<file path="config.mk">
export PLATFORM = sky130hd
export DESIGN_NAME = prior_sel_seq_drain
export DESIGN_NICKNAME = d
export VERILOG_FILES = /design/src/rtl/prior_sel_seq_drain.sv
export SDC_FILE = /design/constraint.sdc
export NUM_CORES = 1
export LEC_CHECK = 0
export ABC_AREA = 1
export BUFFER_PORTS_ARGS = -buffer_cell sky130_fd_sc_hd__clkbuf_2
export CAP_MARGIN = 30
export CORE_ASPECT_RATIO = 0.6
export CORE_UTILIZATION = 56
export CTS_CLUSTER_DIAMETER = 80
export DETAILED_ROUTE_END_ITERATION = 7
export GPL_TIMING_DRIVEN = 0
export PLACE_DENSITY_LB_ADDON = 0.12
export SLEW_MARGIN = 20
export SYNTH_ARGS = -nofsm -noshare
export SYNTH_HDL_FRONTEND = slang
export SYNTH_SLANG_ARGS = --single-unit
</file>
<file path="constraint.sdc">
create_clock -name clk -period 4.3 [get_ports clk]
set_input_delay 0.215 -clock clk [delete_from_list [all_inputs] [get_ports clk]]
set_output_delay 0.215 -clock clk [all_outputs]
set_load 0.05 [all_outputs]
</file>
<file path="src/rtl/prior_sel_seq_drain.sv">
// Drain stage: captures one flag/value vector per load and emits the flagged
// lanes one per valid/ready handshake, highest priority first.
module prior_sel_seq_drain #(
  parameter int BIT_WIDTH          = 2,
  parameter int SEL_SIG_NUMS       = 8,
  parameter int PRIORITY_DIRECTION = 1,
  localparam int IDX_WIDTH         = $clog2(SEL_SIG_NUMS)
) (
  input  logic                              clk,
  input  logic                              rst,
  input  logic                              in_valid,
  output logic                              in_ready,
  input  logic [BIT_WIDTH*SEL_SIG_NUMS-1:0] in_val,
  input  logic [SEL_SIG_NUMS-1:0]           in_flag,
  output logic                              out_valid,
  input  logic                              out_ready,
  output logic [BIT_WIDTH-1:0]              out_val,
  output logic [IDX_WIDTH-1:0]              out_idx,
  output logic                              out_last,
  output logic                              out_none,
  output logic [IDX_WIDTH:0]                out_cnt,
  output logic [0:0]                        dbg_state
);

  // Handshake: a transfer happens on a rising edge where valid && ready are
  // both high; valid never waits on ready and payload holds while stalled.

  localparam logic [0:0] IDLE  = 1'b0;
  localparam logic [0:0] DRAIN = 1'b1;

  logic [0:0]                        state_q;
  logic [SEL_SIG_NUMS-1:0]           flag_q;
  logic [BIT_WIDTH*SEL_SIG_NUMS-1:0] val_q;
  logic [IDX_WIDTH:0]                cnt_q;

  logic [IDX_WIDTH-1:0]    sel_idx;
  logic [BIT_WIDTH-1:0]    sel_val;
  logic [SEL_SIG_NUMS-1:0] sel_onehot;
  logic                    sel_found;
  logic                    one_or_zero_left;
  logic [IDX_WIDTH:0]      load_cnt;

  // Later loop iterations overwrite earlier ones, so scan order sets priority.
  always_comb begin
    sel_idx    = '0;
    sel_val    = '0;
    sel_onehot = '0;
    sel_found  = 1'b0;
    if (PRIORITY_DIRECTION >= 0) begin
      for (int i = 0; i < SEL_SIG_NUMS; i++) begin
        if (flag_q[i]) begin
          sel_idx       = IDX_WIDTH'(i);
          sel_val       = val_q[i*BIT_WIDTH +: BIT_WIDTH];
          sel_onehot    = '0;
          sel_onehot[i] = 1'b1;
          sel_found     = 1'b1;
        end
      end
    end else begin
      for (int i = SEL_SIG_NUMS - 1; i >= 0; i--) begin
        if (flag_q[i]) begin
          sel_idx       = IDX_WIDTH'(i);
          sel_val       = val_q[i*BIT_WIDTH +: BIT_WIDTH];
          sel_onehot    = '0;
          sel_onehot[i] = 1'b1;
          sel_found     = 1'b1;
        end
      end
    end
  end

  always_comb begin
    load_cnt = '0;
    for (int i = 0; i < SEL_SIG_NUMS; i++) begin
      load_cnt = load_cnt + (IDX_WIDTH + 1)'(in_flag[i]);
    end
  end

  // True when at most one flag remains: covers the last lane and the none-beat.
  assign one_or_zero_left =
    ((flag_q & (flag_q - {{(SEL_SIG_NUMS-1){1'b0}}, 1'b1})) == '0);

  assign in_ready  = (state_q == IDLE);
  assign out_valid = (state_q == DRAIN);
  assign out_val   = out_valid ? sel_val : '0;
  assign out_idx   = out_valid ? sel_idx : '0;
  assign out_last  = out_valid && one_or_zero_left;
  assign out_none  = out_valid && !sel_found;
  assign out_cnt   = cnt_q;
  assign dbg_state = state_q;

  always_ff @(posedge clk) begin
    if (rst) begin
      state_q <= IDLE;
      flag_q  <= '0;
      val_q   <= '0;
      cnt_q   <= '0;
    end else begin
      case (state_q)
        IDLE: begin
          if (in_valid) begin
            flag_q  <= in_flag;
            val_q   <= in_val;
            cnt_q   <= load_cnt;
            state_q <= DRAIN;
          end
        end
        DRAIN: begin
          if (out_ready) begin
            flag_q <= flag_q & ~sel_onehot;
            if (out_last) state_q <= IDLE;
          end
        end
        default: state_q <= IDLE;
      endcase
    end
  end

endmodule

</file>
---- Yosys cells after proc, flatten, opt, wreduce, memory -nomap -nowiden ----
Index checks and enable logic that the tools add are counted.
word-level totals
  memory bits (read-only) ................. 0
  latch bits .............................. 0
  bits in writable memories ............... 0
  memories ................................ 0
  output and inout bits ................... 14
  register bits after elaboration ......... 29
operators by class
  magnitude comparators ................... 0
  equality and inequality tests ........... 2
  $mul .................................... 0
  muxes and demuxes ....................... 40
  divide/modulo/power cells ............... 0
  add/subtract/negate cells ............... 8
  reduce and logical (&&, ||, !) cells .... 6
  bitwise operators ....................... 4
  shift-type cells ........................ 0
operator list
  operator             number
  $mux 8               9
  $mux 3               7
  $mux 2               9
  $add 4x1->4          4
  $and 8x8->8          2
  $pmux 8 s2           1
  $mux 1               13
  $logic_not 8->1      1
  $not 8->8            1
  $sub 8x1->8 const B  1
  $add 3x1->4          1
  $ne 2x2->1 const B   2
  $reduce_and 2->1     2
  $add 2x1->3          1
  $add 1x1->2          1
  $logic_and 1x1->1    2
  $pmux 1 s2           1
  $logic_not 1->1      1
  $not 1->1            1

---- Longest topological paths before layout ----
Gate-level depths: netlist of the first run.
  word-level depth ........................ 12
  depth in mapped cells ................... 10
  gate-level depth less buffers ........... 10

---- Least setup slack after synthesis of the first run ----
OpenSTA, ideal clock, no wires.
  path kind ............................... in2reg
  start point ............................. input in_flag[0]
  end point ............................... register cnt_q[2] (netlist: out_cnt[2])
  slack ................................... 1.680 ns
  buffers on the path ..................... 0
  required time ........................... 4.230 ns
  stages .................................. 10
  arrival ................................. 2.550 ns
  path through ............................ fa_1 > inv_1 > fa_1 > fa_1 > inv_1 > ha_1 > inv_1 > fa_1 > xor2_1 > a21oi_1
on the way
  cells in the longest elaborated chain, start to end .. 7
ends and longest elaborated chain
  item                       line  source
  from (decl)                14    input logic [SEL_SIG_NUMS-1:0] in_flag,
  $add 1x1->2                75    load_cnt = load_cnt + (IDX_WIDTH + 1)'(in_flag[i]);
  $add 2x1->3                75
  $add 3x1->4                75
  $add 4x1->4 (4 in series)  75
  to (signal assigned)       104   cnt_q <= load_cnt;
  to (decl)                  34    logic [IDX_WIDTH:0] cnt_q;
Every way passes these cells.
A chain may end at the register's enable or synchronous reset.

---- Worst setup path in the final report of the first run ----
Ends and elaborated chain as after synthesis.

==> impl_metrics.yaml, run 1 <==
detailed_routing:
  ant_nets: 0
  vias: 1599
  drc: 0
  routed_wl_um: 3870
  drtIter0Drc: 125
  first_pass_iters: 6
  post_drt_wl_per_cell_um: 12.5
  viasPerCell: 5.16
yosys:
  synth_largest_area_cell: "dfxtp_1"
  ys_types: 26
  synth-seq-area-share_pct: 36.4
  synth_top_area_share_pct: 36.4
  synth.avg_cell_area_um2: 6.97
  ys_warn_count: 0
  netlist_instances: 229
  yosysMostFrequentCell: "nand2_1"
  ys.flop_type: "dfxtp_1"
  synth_nets: 264
  netlist_top_cells_count: "nand2_1 (46), nor2_1 (32), dfxtp_1 (29)"
  ys_ff_latch: 29
  netlist_area_um2: 1600
  synthArstFlopShare_pct: 0
  yosys-top-cells-area: "dfxtp_1 (36%), nand2_1 (11%), nor2_1 (7.5%), a21oi_1 (6.3%), fa_1 (5.0%)"
  synth_edf_count: 0
power_and_ir_drop:
  p_comb_share_pct: 28.1
  swShare_pct: 33.5
  p_sw_w: 0.000281
  intPower_w: 0.000559
  p_per_area_nw_per_um2: 430
  pwr-share-clk_pct: 35.2
  max-vdd-ir-drop_uv: 281
  leakage_nw: 0.954
  p_seq_share_pct: 36.7
cts:
  clock_path_buffers: 2
  path_clk_slew_ps: 70
  clock-sinks: 29
  cts_buffers: 5
  clk_latency_ps: 290
  cts_hold_buffers: 0
  cts_htree_levels: 2
  post_cts_resize_count: 0
  cts_tree: "yes"
  root_buffer: "clkbuf_8"
  cts_setup_buffers: 0
cells_and_area:
  syn2layout_area_growth_pct: 22.7
  nets: 312
  antenna_cells: 0
  fillers: 217
  drive_gt1_share_pct: 25.5
  stdcell_area_um2: 1960
floorplanning:
  core.rowCount: 14
  die_h_um: 43.3
  ios: 42
  core_area_um2: 2590
  initial_core_util_pct: 61.5
  fp.dieArea_um2: 3070
  die_width_um: 70.9
run_status:
  outcome: "complete, no violations"
place:
  portBuffers: 41
  placed_area_um2: 1840
  place_congestion: 0.963
  dp_hpwl_um: 2880
timing:
  drv_slew: 0
  maxSlewHeadroom_pct: 69.5
  setup_tns_ps: 0
  fin_crit_ps: 2590
  rsz0062_at_grt: "false"
  worstMarginPinSlew_ps: 458
  fin_crit_sh_pct: 60.3
  final_hold_viol_count: 0
  timing.fmax_mhz: 386
  setup_violations: 0
  finClkSkew_ps: 5.89
worst_setup_path:
  rr_worst_depth: 7
  r2r-end: "flag_q[2]$_SDFFE_PP0P_"
  rrSetupSlack_ps: 3050
  worstPathMaxFanout: 2
  startpoint: "in_flag[0]"
  cp-endpoint: "out_cnt[2]$_SDFFE_PP0P_"
  crit_arrival_ps: 2810
  crit_type: "input port to register"
  cp.required_ps: 4520
  worst_setup_path_end_kind: "register"
  cp-start-kind: "input port"
  r2r-start: "dbg_state$_SDFF_PP0_"
global_routing:
  grt_first_pass_wirelength_um: 6420
  grt_usage_pct: 28.5
  grt_pass1_vias: 1397
  grt_max_degree: 11
  grt_use_met3_pct: 7.21
  met1_usage_pct: 41.2
  top_usage_layer: "met1"
  grt_overflow: 0
  antenna_found_initial: 0
  grt_use_met2_pct: 40.0
hold_path:
  holdCritPathClass: "input port to register"
run:
  drv_cap: 0
-- through the flow --
step | hold slack (ps) | cells | power, W | util [%] | setup WS, ps
final | 152 | 310 | 0.000841 | 75.5 | 1710
after global routing | 166 | 310 | 0.000877 | 75.5 | 1590
after CTS | 151 | 310 | 0.000837 | 75.5 | 1710
after detailed placement | 445 | 302 | 0.000544 | 71.0 | 1450
after global placement | 444 | 302 | 0.000540 | 71.0 | 1470
after floorplan | 284 | 229 | 0.000485 | - | 1680
-- sequential cells by signal (all words and copies together) (netlist names) --
name and count:
out_cnt 4, val_q 16, dbg_state 1, flag_q 8
-- per-layer routing --
| layer | routed length [um] | vias to the layer above | part of all wire, % |
|---|---|---|---|
| met4 | 70 | 0 | 1.8 |
| li1 | - | 833 | - |
| met1 | 1960 | 681 | 51 |
| met5 | 0 | - | 0 |
| met3 | 361 | 9 | 9.3 |
| met2 | 1480 | 76 | 38 |
-- worst min-delay path by stage --
stage | endpoint | from | cells after the start | slack, ps
CTS | dbg_state$_SDFF_PP0_ | out_ready | 2 | 150
detailed placement | dbg_state$_SDFF_PP0_ | out_ready | 2 | 450
global placement | val_q[5]$_SDFFE_PP0P_ | val_q[5]$_SDFFE_PP0P_ | 2 | 440
floorplan | flag_q[1]$_SDFFE_PP0P_ | rst | 1 | 280
finish | dbg_state$_SDFF_PP0_ | out_ready | 2 | 150
global route | val_q[10]$_SDFFE_PP0P_ | in_val[10] | 3 | 170
-- cells by family (layout without fill, tap and decap cells) --
logic type	count (synthesis)	count (layout)	synth area share [%]
simple gates	101	101	27.1
flops	29	29	36.4
xor+xnor	1	1	0.549
buf+inv	37	86	11.2
fa+ha+maj	7	7	7.37
compound gates	54	54	17.4
-- cells in the final DEF, fill, tap and decap left out --
cell type and count:
o21ai_1 14, buf_6 2, nand2_8 1, fa_1 4, o21ai_0 15, nor2_1 32
a21oi_1 20, nand2_2 2, nor2_2 4, a31oi_1 1, ha_1 3, nor3_1 1
nand3_1 14, nand4_1 1, inv_1 19, clkbuf_2 41, nand2_1 46, inv_2 6
bufinv_16 1, buf_4 3, clkbuf_1 3, xor2_1 1, clkbuf_8 6, dfxtp_1 29
inv_8 1, o22ai_1 3, inv_4 1, buf_2 3, o211ai_1 1
-- power groups by stage --
stage | registers (W) | clock network, W | logic, W
finish | 0.000308 | 0.000296 | 0.000236
global route | 0.000311 | 0.000306 | 0.000261
CTS | 0.000308 | 0.000295 | 0.000234
detailed placement | 0.000314 | 0 | 0.000230
global placement | 0.000313 | 0 | 0.000227
floorplan | 0.000329 | 0 | 0.000156
-- final cells by class --
cell class	instances	area, um2	share of cell area (%)
inverter	27	111	5.69
timing repair buffer	41	205	10.5
clock inverter	1	30.0	1.53
clock buffer	7	86.3	4.41
tap	32	40.0	2.05
multi-input combinational	163	836	42.7
buffer	10	67.6	3.45
sequential	29	581	29.7
-- worst max-delay path: stages --
cell and delay (ps):
clkbuf_2 110, fa_1 540, inv_1 50, fa_1 490
fa_1 430, inv_1 80, ha_1 160, inv_1 50
fa_1 370, xor2_1 170, a21oi_1 140
Power figures use the tool's default switching activity.
==> run 2, diff against run 1 <==
--- a/config.mk
+++ b/config.mk
@@ -9,7 +9,7 @@
 export BUFFER_PORTS_ARGS = -buffer_cell sky130_fd_sc_hd__clkbuf_2
 export CAP_MARGIN = 30
 export CORE_ASPECT_RATIO = 0.6
-export CORE_UTILIZATION = 56
+export CORE_UTILIZATION = 47
 export CTS_CLUSTER_DIAMETER = 80
 export DETAILED_ROUTE_END_ITERATION = 7
 export GPL_TIMING_DRIVEN = 0
==> constraint.sdc (replaced) <==
create_clock -name clk -period 2.28 [get_ports clk]
set_input_delay 0.114 -clock clk [delete_from_list [all_inputs] [get_ports clk]]
set_output_delay 0.114 -clock clk [all_outputs]
set_load 0.05 [all_outputs]
==> impl_metrics.yaml, run 2 (synthesis gave the netlist of run 1 again) <==
timing:
  finClkSkew_ps: 1.40
  fin_crit_ps: 2380
  worstMarginPinSlew_ps: 467
  fin_crit_sh_pct: 104
  drv_slew: 0
  setup_violations: 2
  timing.fmax_mhz: 420
  layout_setup_ws_ps: -101
  rsz0062_at_grt: "true"
  final_hold_viol_count: 0
  maxSlewHeadroom_pct: 68.9
cts:
  cts_htree_levels: 2
  cts_tree: "yes"
  path_clk_slew_ps: 60
  cts_hold_buffers: 0
  root_buffer: "clkbuf_8"
  cts_setup_buffers: 0
  clock-sinks: 29
  clk_latency_ps: 280
  cts_buffers: 5
  clock_path_buffers: 2
detailed_routing:
  drc: 0
  post_drt_wl_per_cell_um: 12.6
  first_pass_iters: 4
  viasPerCell: 5.05
  drtIter0Drc: 74
  routed_wl_um: 4030
  ant_nets: 0
  vias: 1611
global_routing:
  antenna_found_initial: 0
  grt_overflow: 0
  grt_first_pass_wirelength_um: 6610
  grt_usage_pct: 24.6
  grt_pass1_vias: 1437
  grt_max_degree: 11
place:
  place_congestion: 0.936
  dp_hpwl_um: 3110
  portBuffers: 41
  placed_cells: 312
worst_setup_path:
  cp-start-kind: "input port"
  crit_arrival_ps: 2540
  worst_setup_path_end_kind: "register"
  crit_type: "input port to register"
  worstPathMaxFanout: 2
  cp.required_ps: 2440
  rrSetupSlack_ps: 1060
floorplanning:
  initial_core_util_pct: 52.5
  fp.dieArea_um2: 3640
  core.rowCount: 15
  core_area_um2: 3040
  ios: 42
  die_h_um: 47.1
  die_width_um: 77.2
cells_and_area:
  postLayoutCoreUtil_pct: 64.7
  syn2layout_area_growth_pct: 23.4
  final_cell_mix: "nand2_1 (46), clkbuf_2 (40), nor2_1 (32)"
  multi_input_area_um2: 855
  antenna_cells: 0
  largest_register_ffs: 16
  drive_gt1_share_pct: 27.1
  fillers: 307
  regMostFlops: "val_q"
  instances_no_fill: 319
  nets: 312
  register_area_um2: 581
  final_common_cell: "nand2_1"
power_and_ir_drop:
  max-vdd-ir-drop_uv: 397
  p_per_area_nw_per_um2: 749
  leakage_nw: 0.941
run_status:
  violations: "negative setup slack"
  outcome: "complete, but fails checks"
run:
  drv_cap: 0
hold_path:
  holdCritPathClass: "input port to register"
## run 2: cell count changes in the layout (fill, tap and decap cells not counted)
cell       previous run  this run
buf_8                 0         1
a21oi_1              20        19
inv_2                 6         8
inv_1                19        17
bufinv_16             1         0
fa_1                  4         3
fa_2                  0         1
clkbuf_2             41        40
ha_4                  0         1
ha_1                  3         2
a21oi_2               0         1
## run 2: worst paths after layout
check / from / endpoint / cells past startpoint
max: in_flag[3] / out_cnt[1]$_SDFFE_PP0P_ / 10
min: in_val[13] / val_q[13]$_SDFFE_PP0P_ / 3
max reg2reg: flag_q[6]$_SDFFE_PP0P_ / flag_q[0]$_SDFFE_PP0P_ / 7
min reg2reg: val_q[4]$_SDFFE_PP0P_ / val_q[4]$_SDFFE_PP0P_ / 2
## run 2: critical path, cell delays in order
cell and delay [ps]:
buf_8 100, fa_1 530, inv_1 50, fa_1 490
fa_1 420, inv_2 90, ha_4 130, inv_2 30
fa_2 520, a21oi_2 50
## run 2: final cells by class
cell class	count	area share [%]
buffer	10	3.43
multi-input combinational	163	43.4
inverter	27	5.66
clock buffer	7	4.39
sequential	29	29.5
timing repair buffer	41	10.9
tap	42	2.67
## run 2: per-stage QoR
step                      TNS, ps  area, um2  hold slack, ps  total power [W]  setup WS, ps
after floorplan              -397       1600             183         0.000916          -199
after global placement       -883       1860             353          0.00103          -426
after detailed placement    -1040       1860             357          0.00103          -457
after CTS                    -310       1960            67.1          0.00147          -164
after global routing         -331       1970            81.9          0.00156          -179
final                        -193       1970            67.6          0.00147          -101
## run 2: timing repair
| action | 4_1_cts | 5_1_grt |
|---|---|---|
| setup endpoints to repair | 2 | 2 |
| gates resized for setup | 5 | 2 |
| pin swaps | 4 | 3 |
## run 2: power by group
group | switching (W) | total [W] | internal (W) | leakage [nW]
clock network | 0.000190 | 0.000429 | 0.000239 | 0.0443
registers | 0.0000291 | 0.000581 | 0.000552 | 0.240
logic | 0.000305 | 0.000464 | 0.000159 | 0.657
## run 2: layer usage
metal / vias up / track usage [%] / share of wire (%)
met5: - / 0 / 0
met4: 0 / 6.79 / 0.67
met3: 4 / 7.57 / 7.8
met2: 57 / 37.7 / 40
met1: 719 / 34.2 / 51
li1: 831 / - / -
